### src/rtl/ddr3_arb_pkg.sv
// Shared constants for the DDR3 command arbiter: MIG command codes and the one-hot grant states.
package ddr3_arb_pkg;

    localparam logic [2:0] CMD_WR = 3'b000;
    localparam logic [2:0] CMD_RD = 3'b001;

    localparam int IDLE_IDX   = 0;
    localparam int WR_GNT_IDX = 1;
    localparam int RD_GNT_IDX = 2;

    typedef enum logic [2:0] {
        IDLE   = 3'b001,
        WR_GNT = 3'b010,
        RD_GNT = 3'b100
    } arb_state_e;

endpackage

### src/rtl/ddr3_arb_stats.sv
// Accepted-command and turnaround counters for the DDR3 command arbiter.
// Only present when DDR3_ARB_STATS_EN is defined; all counters wrap and clear on reset.
`ifdef DDR3_ARB_STATS_EN
module ddr3_arb_stats (
    input  logic        clk,
    input  logic        reset_n,
    input  logic        wr_accept,
    input  logic        rd_accept,
    input  logic        turn,
    output logic [31:0] arb_wr_cmds,
    output logic [31:0] arb_rd_cmds,
    output logic [15:0] arb_turns
);

    logic [31:0] wr_cmds_q, wr_cmds_d;
    logic [31:0] rd_cmds_q, rd_cmds_d;
    logic [15:0] turns_q,   turns_d;

    always_comb begin
        wr_cmds_d = wr_cmds_q + (wr_accept ? 32'd1 : 32'd0);
        rd_cmds_d = rd_cmds_q + (rd_accept ? 32'd1 : 32'd0);
        turns_d   = turns_q   + (turn      ? 16'd1 : 16'd0);
    end

    always_ff @(posedge clk or negedge reset_n) begin
        if (!reset_n) begin
            wr_cmds_q <= '0;
            rd_cmds_q <= '0;
            turns_q   <= '0;
        end else begin
            wr_cmds_q <= wr_cmds_d;
            rd_cmds_q <= rd_cmds_d;
            turns_q   <= turns_d;
        end
    end

    assign arb_wr_cmds = wr_cmds_q;
    assign arb_rd_cmds = rd_cmds_q;
    assign arb_turns   = turns_q;

endmodule
`endif

### src/rtl/ddr3_cmd_arbiter.sv
// Shares the MIG command port between the write and read controllers, granting runs of commands.
// Optional statistics counters are built when DDR3_ARB_STATS_EN is defined.
module ddr3_cmd_arbiter
    import ddr3_arb_pkg::*;
#(
    parameter int unsigned ADDR_W    = 26,
    parameter int unsigned MAX_GRANT = 16,
    parameter int unsigned CNT_W     = 8
) (
    input  logic              clk,
    input  logic              reset_n,
    input  logic              wr_app_en,
    input  logic [ADDR_W-1:0] wr_addr,
    output logic              wr_app_rdy,
    input  logic              rd_app_en,
    input  logic [ADDR_W-1:0] rd_addr,
    output logic              rd_app_rdy,
    output logic              app_en,
    output logic [2:0]        app_cmd,
    output logic [ADDR_W-1:0] app_addr,
    input  logic              app_rdy,
    output logic              arb_wr_gnt,
    output logic              arb_rd_gnt
`ifdef DDR3_ARB_STATS_EN
    ,
    output logic [31:0]       arb_wr_cmds,
    output logic [31:0]       arb_rd_cmds,
    output logic [15:0]       arb_turns
`endif
);

    arb_state_e       state_q, state_d;
    logic [CNT_W-1:0] grant_cnt_q, grant_cnt_d;
    logic             wr_own, rd_own;
    logic             owner_en, other_en, accept;
    logic [CNT_W:0]   cnt_inc;
    logic             quota_full, quota_hit, yield;

    assign wr_own   = state_q[WR_GNT_IDX];
    assign rd_own   = state_q[RD_GNT_IDX];
    assign owner_en = (wr_own && wr_app_en) || (rd_own && rd_app_en);
    assign other_en = (wr_own && rd_app_en) || (rd_own && wr_app_en);
    assign accept   = owner_en && app_rdy;

    // A stalled command (owner_en && !app_rdy) never yields, so app_en/addr stay stable for the MIG.
    assign cnt_inc    = {1'b0, grant_cnt_q} + (CNT_W+1)'(1);
    assign quota_full = (grant_cnt_q == CNT_W'(MAX_GRANT));
    assign quota_hit  = accept && ((cnt_inc >= (CNT_W+1)'(MAX_GRANT)) || quota_full);
    assign yield      = other_en && (!owner_en || quota_hit);

    always_ff @(posedge clk or negedge reset_n) begin
        if (!reset_n) begin
            state_q     <= IDLE;
            grant_cnt_q <= '0;
        end else begin
            state_q     <= state_d;
            grant_cnt_q <= grant_cnt_d;
        end
    end

    always_comb begin
        state_d     = state_q;
        grant_cnt_d = grant_cnt_q;
        case (state_q)
            IDLE: begin
                if (wr_app_en)      state_d = WR_GNT;
                else if (rd_app_en) state_d = RD_GNT;
            end
            WR_GNT:  if (yield) state_d = RD_GNT;
            RD_GNT:  if (yield) state_d = WR_GNT;
            default: state_d = IDLE;
        endcase
        if (state_d != state_q)
            grant_cnt_d = '0;
        else if (accept && !quota_full)
            grant_cnt_d = grant_cnt_q + CNT_W'(1);
    end

    always_comb begin
        app_en     = owner_en;
        app_cmd    = rd_own ? CMD_RD : CMD_WR;
        app_addr   = '0;
        if (wr_own) app_addr = wr_addr;
        if (rd_own) app_addr = rd_addr;
        wr_app_rdy = wr_own && app_rdy;
        rd_app_rdy = rd_own && app_rdy;
        arb_wr_gnt = wr_own;
        arb_rd_gnt = rd_own;
    end

`ifdef DDR3_ARB_STATS_EN
    logic turn;
    assign turn = (wr_own && state_d[RD_GNT_IDX]) || (rd_own && state_d[WR_GNT_IDX]);

    ddr3_arb_stats u_stats (
        .clk         (clk),
        .reset_n     (reset_n),
        .wr_accept   (accept && wr_own),
        .rd_accept   (accept && rd_own),
        .turn        (turn),
        .arb_wr_cmds (arb_wr_cmds),
        .arb_rd_cmds (arb_rd_cmds),
        .arb_turns   (arb_turns)
    );
`endif

endmodule

### config.mk
export PLATFORM = sky130hd
export DESIGN_NAME = ddr3_cmd_arbiter
export DESIGN_NICKNAME = d
export VERILOG_FILES = /design/src/rtl/ddr3_arb_pkg.sv /design/src/rtl/ddr3_arb_stats.sv /design/src/rtl/ddr3_cmd_arbiter.sv
export SDC_FILE = /design/constraint.sdc
export NUM_CORES = 1
export LEC_CHECK = 0
export CAP_MARGIN = 20
export CELL_PAD_IN_SITES_DETAIL_PLACEMENT = 1
export CELL_PAD_IN_SITES_GLOBAL_PLACEMENT = 2
export CORE_ASPECT_RATIO = 0.9
export CORE_MARGIN = 1
export CORE_UTILIZATION = 17
export CTS_CLUSTER_DIAMETER = 120
export DETAILED_ROUTE_END_ITERATION = 6
export GPL_TIMING_DRIVEN = 0
export PLACE_DENSITY_LB_ADDON = 0.08
export SETUP_SLACK_MARGIN = 0.02
export SLEW_MARGIN = 20
export SYNTH_ARGS = -nofsm -noshare
export SYNTH_HDL_FRONTEND = slang
export SYNTH_SLANG_ARGS = --single-unit
### constraint.sdc
create_clock -name clk -period 3.45 [get_ports clk]
set_input_delay 0.69 -clock clk [delete_from_list [all_inputs] [get_ports clk]]
set_output_delay 0.69 -clock clk [all_outputs]
set_load 0.02 [all_outputs]
Word-level counts from Yosys, hierarchy flattened. Index checks and enable logic that the tools add are counted.

Word-level logic and storage cells: 37. Output and inout bits: 34. Flip-flop bits (word level): 11.

Add/sub/neg operators: 2. Reduce and logical (&&, ||, !) cells: 17. Mux-type cells: 10. Order comparisons: 1. Eq/ne operators: 5.

Operators by type and width (count): 26-bit 2-to-1 mux (2); 8-bit 2-to-1 mux (2); 3-bit 2-to-1 mux (4); 1-bit logical AND (10); 8-bit by 1-bit adder with 9-bit output (second input constant) (1); 9-bit by 5-bit >= comparator with 1-bit output (second input constant) (1); 3-bit case mux with 3 select lines (1); 8-bit by 1-bit adder with 8-bit output (second input constant) (1); 8-bit by 5-bit == test with 1-bit output (second input constant) (1); 1-bit logical OR (4); 3-bit by 1-bit == test with 1-bit output (second input constant) (1); 3-bit by 2-bit == test with 1-bit output (second input constant) (1); 3-bit == test (second input constant) (1); 3-bit != test (1); 1-bit zero test (2); 2-bit nonzero test (1); 1-bit 2-to-1 mux (1).

Logic depth before layout (Yosys ltp).
Depth in word-level cells: 10. Mapped depth: 7.

Least setup slack after synthesis. Ideal clock, no wire load.

Kind: reg2out. Start point: reg state_q[2]. End point: out app_addr[10]. Arrival time: 1.493 ns. Path buffers: 3. Path slack: 1.267 ns. Required time: 2.760 ns. Cell stages (with the launch flop): 6. Path through: dfrtp_1 -> clkbuf_1 -> nor2b_1 -> clkbuf_1 -> buf_2 -> a22o_1.

Longest elaborated chain between the ends: 1.

Ends and longest elaborated chain: from (decl) (RTL line ddr3_cmd_arbiter.sv:32) `arb_state_e state_q, state_d;`; from (signal assigned) (RTL line ddr3_cmd_arbiter.sv:56) `state_q <= state_d;`; 26-bit 2-to-1 mux (RTL line ddr3_cmd_arbiter.sv:84) `if (rd_own) app_addr = rd_addr;`; to (decl) (RTL line ddr3_cmd_arbiter.sv:20) `output logic [ADDR_W-1:0] app_addr,`.

No other way between the ends.

Worst setup path after layout.
Start point: reg state_q[2]. End point: out app_addr[24].

Same word-level chain as after synthesis.

==> qor.csv <==
stage;metric;value;unit
cts;cts_root_buffer;clkbuf_8;
setup_path;cp-end-kind;primary output;
die;fp.dieW;84.4;µm
outcome;violations;DRC;
die;pin_count;91;
synth;ys_seq_area_share;26.6;%
final_layout;finalInstanceArea;2050;µm²
setup_path;slowest_stage;clkdlybuf4s50_1;
cts;clock_sinks;11;
synth;synthCells;121;
cts;clockBufferDepth;2;
setup_path;cp.required;2.76;ns
power_and_ir_drop;p_per_area;580;nW/µm²
cts;path_clk_slew;0.05;ns
setup_path;cp.arrival;2.49;ns
cts;ctsHoldBuffers;0;
place;dp.final_hpwl;3840;µm
timing;max_freq;0.315;GHz
final_layout;final.fill_count;678;
setup_path;startpoint_type;register;
global_routing;overflow;0;
power_and_ir_drop;switching_share;43.8;%
route;routed_via_density;4.56;
timing;finalHoldViolations;0;
power_and_ir_drop;intPower;0.000667;W
power_and_ir_drop;leakage;0.800;nW
final_layout;drive_gt1_share;8.45;%
final_layout;area_growth;97.0;%
route;ant_nets;0;
final_layout;layout.cells.most_common;clkdlybuf4s50_1;
power_and_ir_drop;total_power;0.00119;W
setup_path;path_max_fanout;10;
die;die_h;76.1;µm
global_routing;antenna_found_initial;0;
route;vias;1291;
power_and_ir_drop;p_clk_share;11.5;%
global_routing;grt_max_degree;12;
global_routing;grt_usage;14.5;%
setup_path;path_class;register to primary output;
cts;cts_made_buffers;3;
timing;period_needed;3.18;ns
place;postPlaceCellArea;2000;µm²
timing;fin_crit_sh;92.1;%
synth;synth_area;1040;µm²
route;drt-initial-drc-count;48;
synth;syn_avg_cell_area;8.58;µm²
worst_hold_path;hold_path_class;register to register;
cts;cts_tree;yes;
timing;final_max_slew_viol_count;0;
route;finalWirelength;4690;µm
route;dr.pass1.iters;6;
die;core_area;5790;µm²
timing;setup_viol;0;
setup_path;cp_cell_sequence;clkbuf_1 -> nor2b_1 -> clkbuf_1 -> buf_2 -> a22o_1 -> clkdlybuf4s50_1;
place;gp_congestion;0.723;
synth;ys_seq_elements;11;
die;placementRows;26;
setup_path;crit_buf_inv;4;
power_and_ir_drop;power_frac_seq;14.0;%
power_and_ir_drop;p_switching;0.000520;W
die;die_area;6430;µm²
cts;htree_levels;1;
cts;cts_setup_buffers;0;
timing;grt_setup_unrepaired;no;
outcome;status;finished with violations;
power_and_ir_drop;irDropWorstVdd;0.000198;V
final_layout;diodes;0;
final_layout;nNetsFinal;273;
setup_path;max_stage_delay;0.62;ns
timing;setup-tns-final;0;ns
place;port_buffers;87;
timing;worst_pin_slew;0.560;ns
cts;cts_resized;0;
route;drc;18;
global_routing;first_global_vias;1382;
timing;skew;0.00134;ns
synth;synth_cell_types;33;
global_routing;grt_pass1_wl;7310;µm
route;routedWlPerCell;16.6;µm
synth;yosys_warnings;0;
flow_run;cap_viol_max_count;0;
die;floorplan.initialDensity;17.9;%
setup_path;cp_common_cell;clkbuf_1;
power_and_ir_drop;p_comb_share;74.5;%
cts;clk_latency;0.24;ns
setup_path;cp_top_family;buffers and inverters;
final_layout;layout_common_cells;clkdlybuf4s50_1 (87), a22o_1 (27), nor2_1 (12);
timing;slew_headroom;62.5;%
[synthesized netlist by cell type, drive strengths merged]
cell type,n,area share (%)
a21oi,6,2.9
and4bb,1,1.2
ha,2,2.4
a31oi,1,1.2
nor3,1,0.48
o21ai,1,0.48
nor2b,5,3.0
clkbuf,5,1.8
o211ai,3,2.2
a2bb2oi,2,3.4
buf,8,5.2
or2,1,0.60
inv,3,1.1
o22ai,1,0.60
nand2b,1,0.60
and2,3,1.8
dfstp,1,2.5
nand2,6,2.2
a32o,1,1.1
xor2,6,5.1
nand3,3,1.4
nand4,4,2.4
a22o,27,23
dfrtp,10,24
and3,3,2.3
o32ai,1,0.84
conb,1,0.36
nor2,12,4.3
xnor2,2,1.7
[cell type report]
type / instances / area (µm²) / share of cell area (%)
inverters: 3 / 11.3 / 0.550
plain buffers: 13 / 72.6 / 3.55
multi-input cells: 95 / 682 / 33.3
clock buffers: 4 / 45.0 / 2.20
repair buffers: 87 / 871 / 42.6
flip-flops and latches: 11 / 277 / 13.5
well taps: 70 / 87.6 / 4.28
[registers in the layout (all words and copies together), names as in the netlist]
name,count
grant_cnt_q,8
state_q,3
[final timing paths]
path                                   to  slack, ns            from  cells after the start
max in group asynchronous      state_q[0]       2.27         reset_n                      1
max                          app_addr[24]       0.27      state_q[2]                      6
min in group asynchronous  grant_cnt_q[5]       0.81         reset_n                      1
min                        grant_cnt_q[7]       0.56  grant_cnt_q[7]                      2
min reg2reg                grant_cnt_q[7]       0.56  grant_cnt_q[7]                      2
max reg2reg                grant_cnt_q[3]       1.65  grant_cnt_q[0]                      6
[metal layers]
layer	track usage, %	wire length (µm)	up-vias
li1	-	-	629
met1	17.0	1950	608
met2	26.8	2400	48
met3	2.93	288	6
met4	3.90	55	0
met5	0	0	-
[worst reg2reg max path: stages, from the launching register on]
cell and delay (ns):
dfrtp_1 0.41, ha_1 0.23, and3_4 0.20, xnor2_1 0.15, a31oi_2 0.32, a2bb2oi_4 0.28, nor2_1 0.09
[through the flow]
stage,hold slack (ns),std cells,worst slack (ns),utilization (%)
finish,0.556,283,0.273,35.3
global route,0.601,283,0.0300,35.3
CTS,0.565,283,0.198,35.3
detailed placement,0.551,279,0.481,34.6
global placement,0.540,279,0.548,34.6
floorplan,0.394,122,1.27,-
[cell families (layout without fill, tap and decap cells)]
group / after synthesis / count (layout) / share of synthesized area, %
flops: 11 / 11 / 26.6
other cells: 1 / 2 / 0.361
fa+ha+maj: 2 / 2 / 2.41
compound gates: 43 / 43 / 35.4
simple gates: 40 / 40 / 20.4
xor+xnor: 8 / 8 / 6.75
buf+inv: 16 / 107 / 8.07
[power by group through the flow]
stage / clock (W) / combinational [W] / sequential (W)
floorplan: 0 / 0.000473 / 0.000174
global placement: 0 / 0.000870 / 0.000167
detailed placement: 0 / 0.000892 / 0.000169
CTS: 0.000143 / 0.000894 / 0.000167
global route: 0.000145 / 0.000943 / 0.000169
finish: 0.000136 / 0.000884 / 0.000166
Note: power is estimated with default switching activity, not from simulation.
==> RTL edit 1, RTL diff (same flow settings) <==
The parameter `CNT_W` goes from 8 to 9.
--- a/src/rtl/ddr3_cmd_arbiter.sv
+++ b/src/rtl/ddr3_cmd_arbiter.sv
@@ -5,7 +5,7 @@
 #(
     parameter int unsigned ADDR_W    = 26,
     parameter int unsigned MAX_GRANT = 16,
-    parameter int unsigned CNT_W     = 8
+    parameter int unsigned CNT_W     = 9
 ) (
     input  logic              clk,
     input  logic              reset_n,
Function: same outputs for any inputs over 10 cycles, from zero or initial values and one cycle with reset_n low; that may be too few to reach the edited logic, so the function may still have changed.
==> RTL edit 1 against the unedited design <==
  * Die area is 9.9% higher
  * Sequential power is 19% higher
  * Critical path depth is 1 lower
  * Cell area is 6.7% higher
  * Routed wire length is 8.0% higher
  * Sequential cell count is 1 higher
  * Via count is 14% higher
  * Synthesized area is 10% higher
  * Power is 6.7% higher
  * Worst setup slack better by 0.0088 ns
  * Critical endpoint is now app_addr[10]
  * Largest cell class unchanged
  * Largest power group unchanged
==> RTL edit 1: results (changes against the unedited design) <==
gpl congestion: 0.7016 (-2.9%)
drt first pass iters: 4 (-2)
pre-CTS setup slack: 0.4199 ns (-0.06121 ns)
share of cells above drive strength 1: 10.41% (+2.0 points)
Tightest Pin Transition: 0.8345 ns (+0.2740 ns)
Synth Area in Compound Gates: 38.51% (+3.1 points)
via/cell ratio: 4.763 (+4.4%)
largest net degree at the start of global routing: 13 (+1)
multiplexer share of the synthesized area: 0.8753% (+0.88 points)
port buffer count: 88 (+1.1%)
final WL: 5063 µm (+8.0%)
CP endpoint: app_addr[10]
Crit-path slowest cell: clkdlybuf4s50_1
sequential-cell power consumption: 198 µW (+19%)
Final Skew: 0.001036 ns (-0.0002992 ns)
Hold Path Sink: grant_cnt_q[8]$_DFFE_PN0P_
final hold slack: 0.5706 ns (+0.01499 ns)
DP Wirelength: 4123 µm (+7.3%)
hold path start: grant_cnt_q[8]$_DFFE_PN0P_
register area share after synthesis: 26.37% (-0.26 points)
diode count: 0 (unchanged)
comb pwr: 930 µW (+5.2%)
initial antenna violation count: 0 (unchanged)
synth top area cells: dfrtp_1 24%, a22o_1 20%, a32oi_1 5.4%
R2R setup slack: 1.43 ns (-0.22 ns)
Power Dens Cells: 579.7 nW/µm² (about the same)
Int Pwr: 702.1 µW (+5.3%)
LEAKAGE: 0.0008152 µW (+2.0%)
Final Non-Filler Cells: 308 (+8.8%)
worst reg-to-reg path cell count: 6 (unchanged)
Max IR drop VDD: 0.0001991 V (+0.43%)
Max Clock Freq: 315.6 MHz (+0.28%)
count of cell types in the netlist: 44 (+33%)
Synth Area in XOR/XNOR: 1.532% (-5.2 points)
ys flop type: dfrtp_1
first-pass GRT wire length: 8142 µm (+11%)
biggest regs: grant_cnt_q (9), state_q (3)
# fillers: 751 (+11%)
GRT Resource Usage Total: 14.82% (+0.30 points)
RR Endpoint: grant_cnt_q[1]$_DFFE_PN0P_
placed inst area: 2137 µm² (+6.8%)
Post-Syn Area per Cell: 8.934 µm² (+4.1%)
vias in the first global route: 1623 (+17%)
status: complete, no violations
nets: 281 (+2.9%)
Yosys Warn Count: 0 (unchanged)
clock root buffer: clkbuf_8
adder-cell area share of the yosys netlist: 2.188% (-0.22 points)
Critical Path Start: state_q[1]$_DFF_PN0_
Clock Latency Late Sink: 0.24 ns (about the same)
First DRT Iteration DRCs: 29 (-40%)
commonest cells in the netlist: 26 x a22o_1, 11 x dfrtp_1, 7 x a32oi_1, 7 x o21ai_0, 6 x or3_2
Placed Cells: 304 (+9.0%)
CP max stage delay: 0.61 ns
RTL edit 1: cell count changes in the layout (fill, tap and decap cells not counted), sizes merged, moves of 3 or more:
cell	unedited run	this run
nand2b	1	5
a32oi	0	7
buf	8	5
nor3b	0	3
nor2	12	1
a31oi	1	4
or3	0	7
xor2	6	1
o21ai	1	7
nor2b	5	1
RTL edit 1: area by class of cell:
type                       instances  area share [%]
tap                               87           4.986
clock buffer                       4           2.063
sequential                        12           13.81
inverter                           4          0.6877
buffer                            10           2.636
timing repair buffer              88           40.34
multi-input combinational        103           35.47
RTL edit 1: metal layers:
metal  global-route usage, %  routed length, µm  vias up
li1                        -                  -      695
met4                   1.452                  6        0
met3                   3.413                262        2
met2                   28.00               2795       53
met1                   17.26               1999      717
met5                       0                  0        -
RTL edit 1: worst max-delay path: cells and delay by family (launching register included):
family                 cells  cell delay (ns)
flip-flops                 1             0.52
AO/OA/AOI/OAI              1             0.20
buffers and inverters      3             1.34
AND/OR/NAND/NOR            1             0.17
==> RTL edit 2, RTL diff (same flow settings) <==
Made on the original files. Compare `grant_cnt_q` against `CNT_W'(MAX_GRANT)` with >= in place of ==.
--- a/src/rtl/ddr3_cmd_arbiter.sv
+++ b/src/rtl/ddr3_cmd_arbiter.sv
@@ -44,7 +44,7 @@
 
     // A stalled command (owner_en && !app_rdy) never yields, so app_en/addr stay stable for the MIG.
     assign cnt_inc    = {1'b0, grant_cnt_q} + (CNT_W+1)'(1);
-    assign quota_full = (grant_cnt_q == CNT_W'(MAX_GRANT));
+    assign quota_full = (grant_cnt_q >= CNT_W'(MAX_GRANT));
     assign quota_hit  = accept && ((cnt_inc >= (CNT_W+1)'(MAX_GRANT)) || quota_full);
     assign yield      = other_en && (!owner_en || quota_hit);
 
Behaviour: same outputs for any inputs over 10 cycles, from zero or initial values and one cycle with reset_n low; that may be too few to reach the edited logic, so the function may still have changed.
==> RTL edit 2 against the unedited design <==
  * Sequential cell count is the same
  * Worst setup slack better by 0.016 ns
  * Power increased by 4.8%
  * Non-clock buffer count down 3
  * Cell area fell by 5.7%
  * Synthesized area shrank 9.9%
  * Routed wire length down 11%
  * Global-route usage is 0.11 points higher
  * Highest routed layer unchanged
==> RTL edit 2: results (changes against the unedited design) <==
status: complete, no violations
met2 WL: 2430 µm (+1.5%)
Synth Area in XOR/XNOR: 2.807% (-3.9 points)
worst reg-to-reg path cell count: 4 (-2)
vias in the first global route: 1309 (-5.3%)
Hold Path Cell Cnt: 1 (-1)
clock root buffer: clkbuf_8
synth top area cells: a22o_1 27%, dfrtp_1 27%, nor2b_1 3.3%
Vias: 1206 (-6.6%)
Hold Path Sink: state_q[0]$_DFF_PN1_
wl on met1: 1554 µm (-20%)
#MultiIn Comb: 76 (-20%)
DP Wirelength: 3596 µm (-6.4%)
final WL: 4192 µm (-11%)
multiplexer share of the synthesized area: 1.070% (+1.1 points)
hold path start: state_q[0]$_DFF_PN1_
nets: 254 (-7.0%)
final hold slack: 0.5515 ns (-0.004155 ns)
GRT Resource Usage Total: 14.63% (+0.11 points)
register area share after synthesis: 29.55% (+2.9 points)
TritonCTS Buffers: 3 (unchanged)
NetSw: 547.8 µW (+5.4%)
cell family with most CP delay: buffers and inverters
placed inst area: 1884 µm² (-5.8%)
drt first pass iters: 4 (-2)
post_cts resized: 0 (unchanged)
critical path arrival: 2.47 ns (-0.02 ns)
# fillers: 617 (-9.0%)
gpl congestion: 0.7625 (+5.5%)
R2R setup slack: 1.74 ns (+0.09 ns)
inverter count: 6 (+3)
pre-CTS setup slack: 0.4741 ns (-0.006991 ns)
LEAKAGE: 0.0007827 µW (-2.1%)
Non-Clock Buffer Area Fraction: 47.47% (+1.4 points)
First DRT Iteration DRCs: 11 (-77%)
maximum root-to-sink buffer count: 2 (unchanged)
# Taps: 67 (-4.3%)
count of cell types in the netlist: 36 (+9.1%)
Signal buffers: 97 (-3.0%)
adder-cell area share of the yosys netlist: 2.674% (+0.26 points)
Synth Area in Compound Gates: 37.97% (+2.5 points)
comb pwr: 935 µW (+5.8%)
Seq area share: 14.33% (+0.82 points)
area occupied by multi-input gates: 585.6 µm² (-14%)
share of cells above drive strength 1: 6.701% (-1.7 points)
sequential power share: 14.7% (+0.7 points)
DR WL met3: 121 µm (-58%)
RR Endpoint: state_q[1]$_DFF_PN0_
RR Startpoint: grant_cnt_q[7]$_DFFE_PN0P_
Final Skew: 0.002488 ns (+0.001153 ns)
commonest cells in the netlist: 29 x a22o_1, 10 x dfrtp_1, 7 x nor2_1, 6 x inv_1
first-pass GRT wire length: 6520 µm (-11%)
port buffer count: 86 (-1.1%)
Seq cells: 11 (unchanged)
clk tree area frac: 2.335% (+0.13 points)
Tightest Pin Transition: 0.7151 ns (+0.1546 ns)
Async SR Flop Fraction: 100.0% (unchanged)
Max IR drop VDD: 0.0001903 V (-4.0%)
==> RTL edit 2: worst max path at each step <==
stage | to | startpoint | slack, ns | depth (start not counted)
final | app_addr[16] | state_q[1]$_DFF_PN0_ | 0.29 | 5
after global placement | app_en | rd_app_en | 0.52 | 3
after global routing | app_addr[16] | state_q[1]$_DFF_PN0_ | 0.10 | 5
after detailed placement | app_en | rd_app_en | 0.47 | 3
after CTS | app_addr[16] | state_q[1]$_DFF_PN0_ | 0.27 | 5
after floorplan | app_addr[15] | state_q[1]$_DFF_PN0_ | 1.29 | 4
==> RTL edit 2: through the flow <==
step	instances	power, µW	util (%)
floorplan	104	678.5	-
global placement	257	1117	35.64
detailed placement	257	1132	35.64
CTS	261	1264	36.50
global route	261	1327	36.50
finish	261	1243	36.50
==> RTL edit 2: routing by layer <==
layer,GRT usage (%),up-vias
met1,15.63,585
met5,0,-
met3,3.145,8
li1,-,575
met4,3.571,0
met2,28.87,38
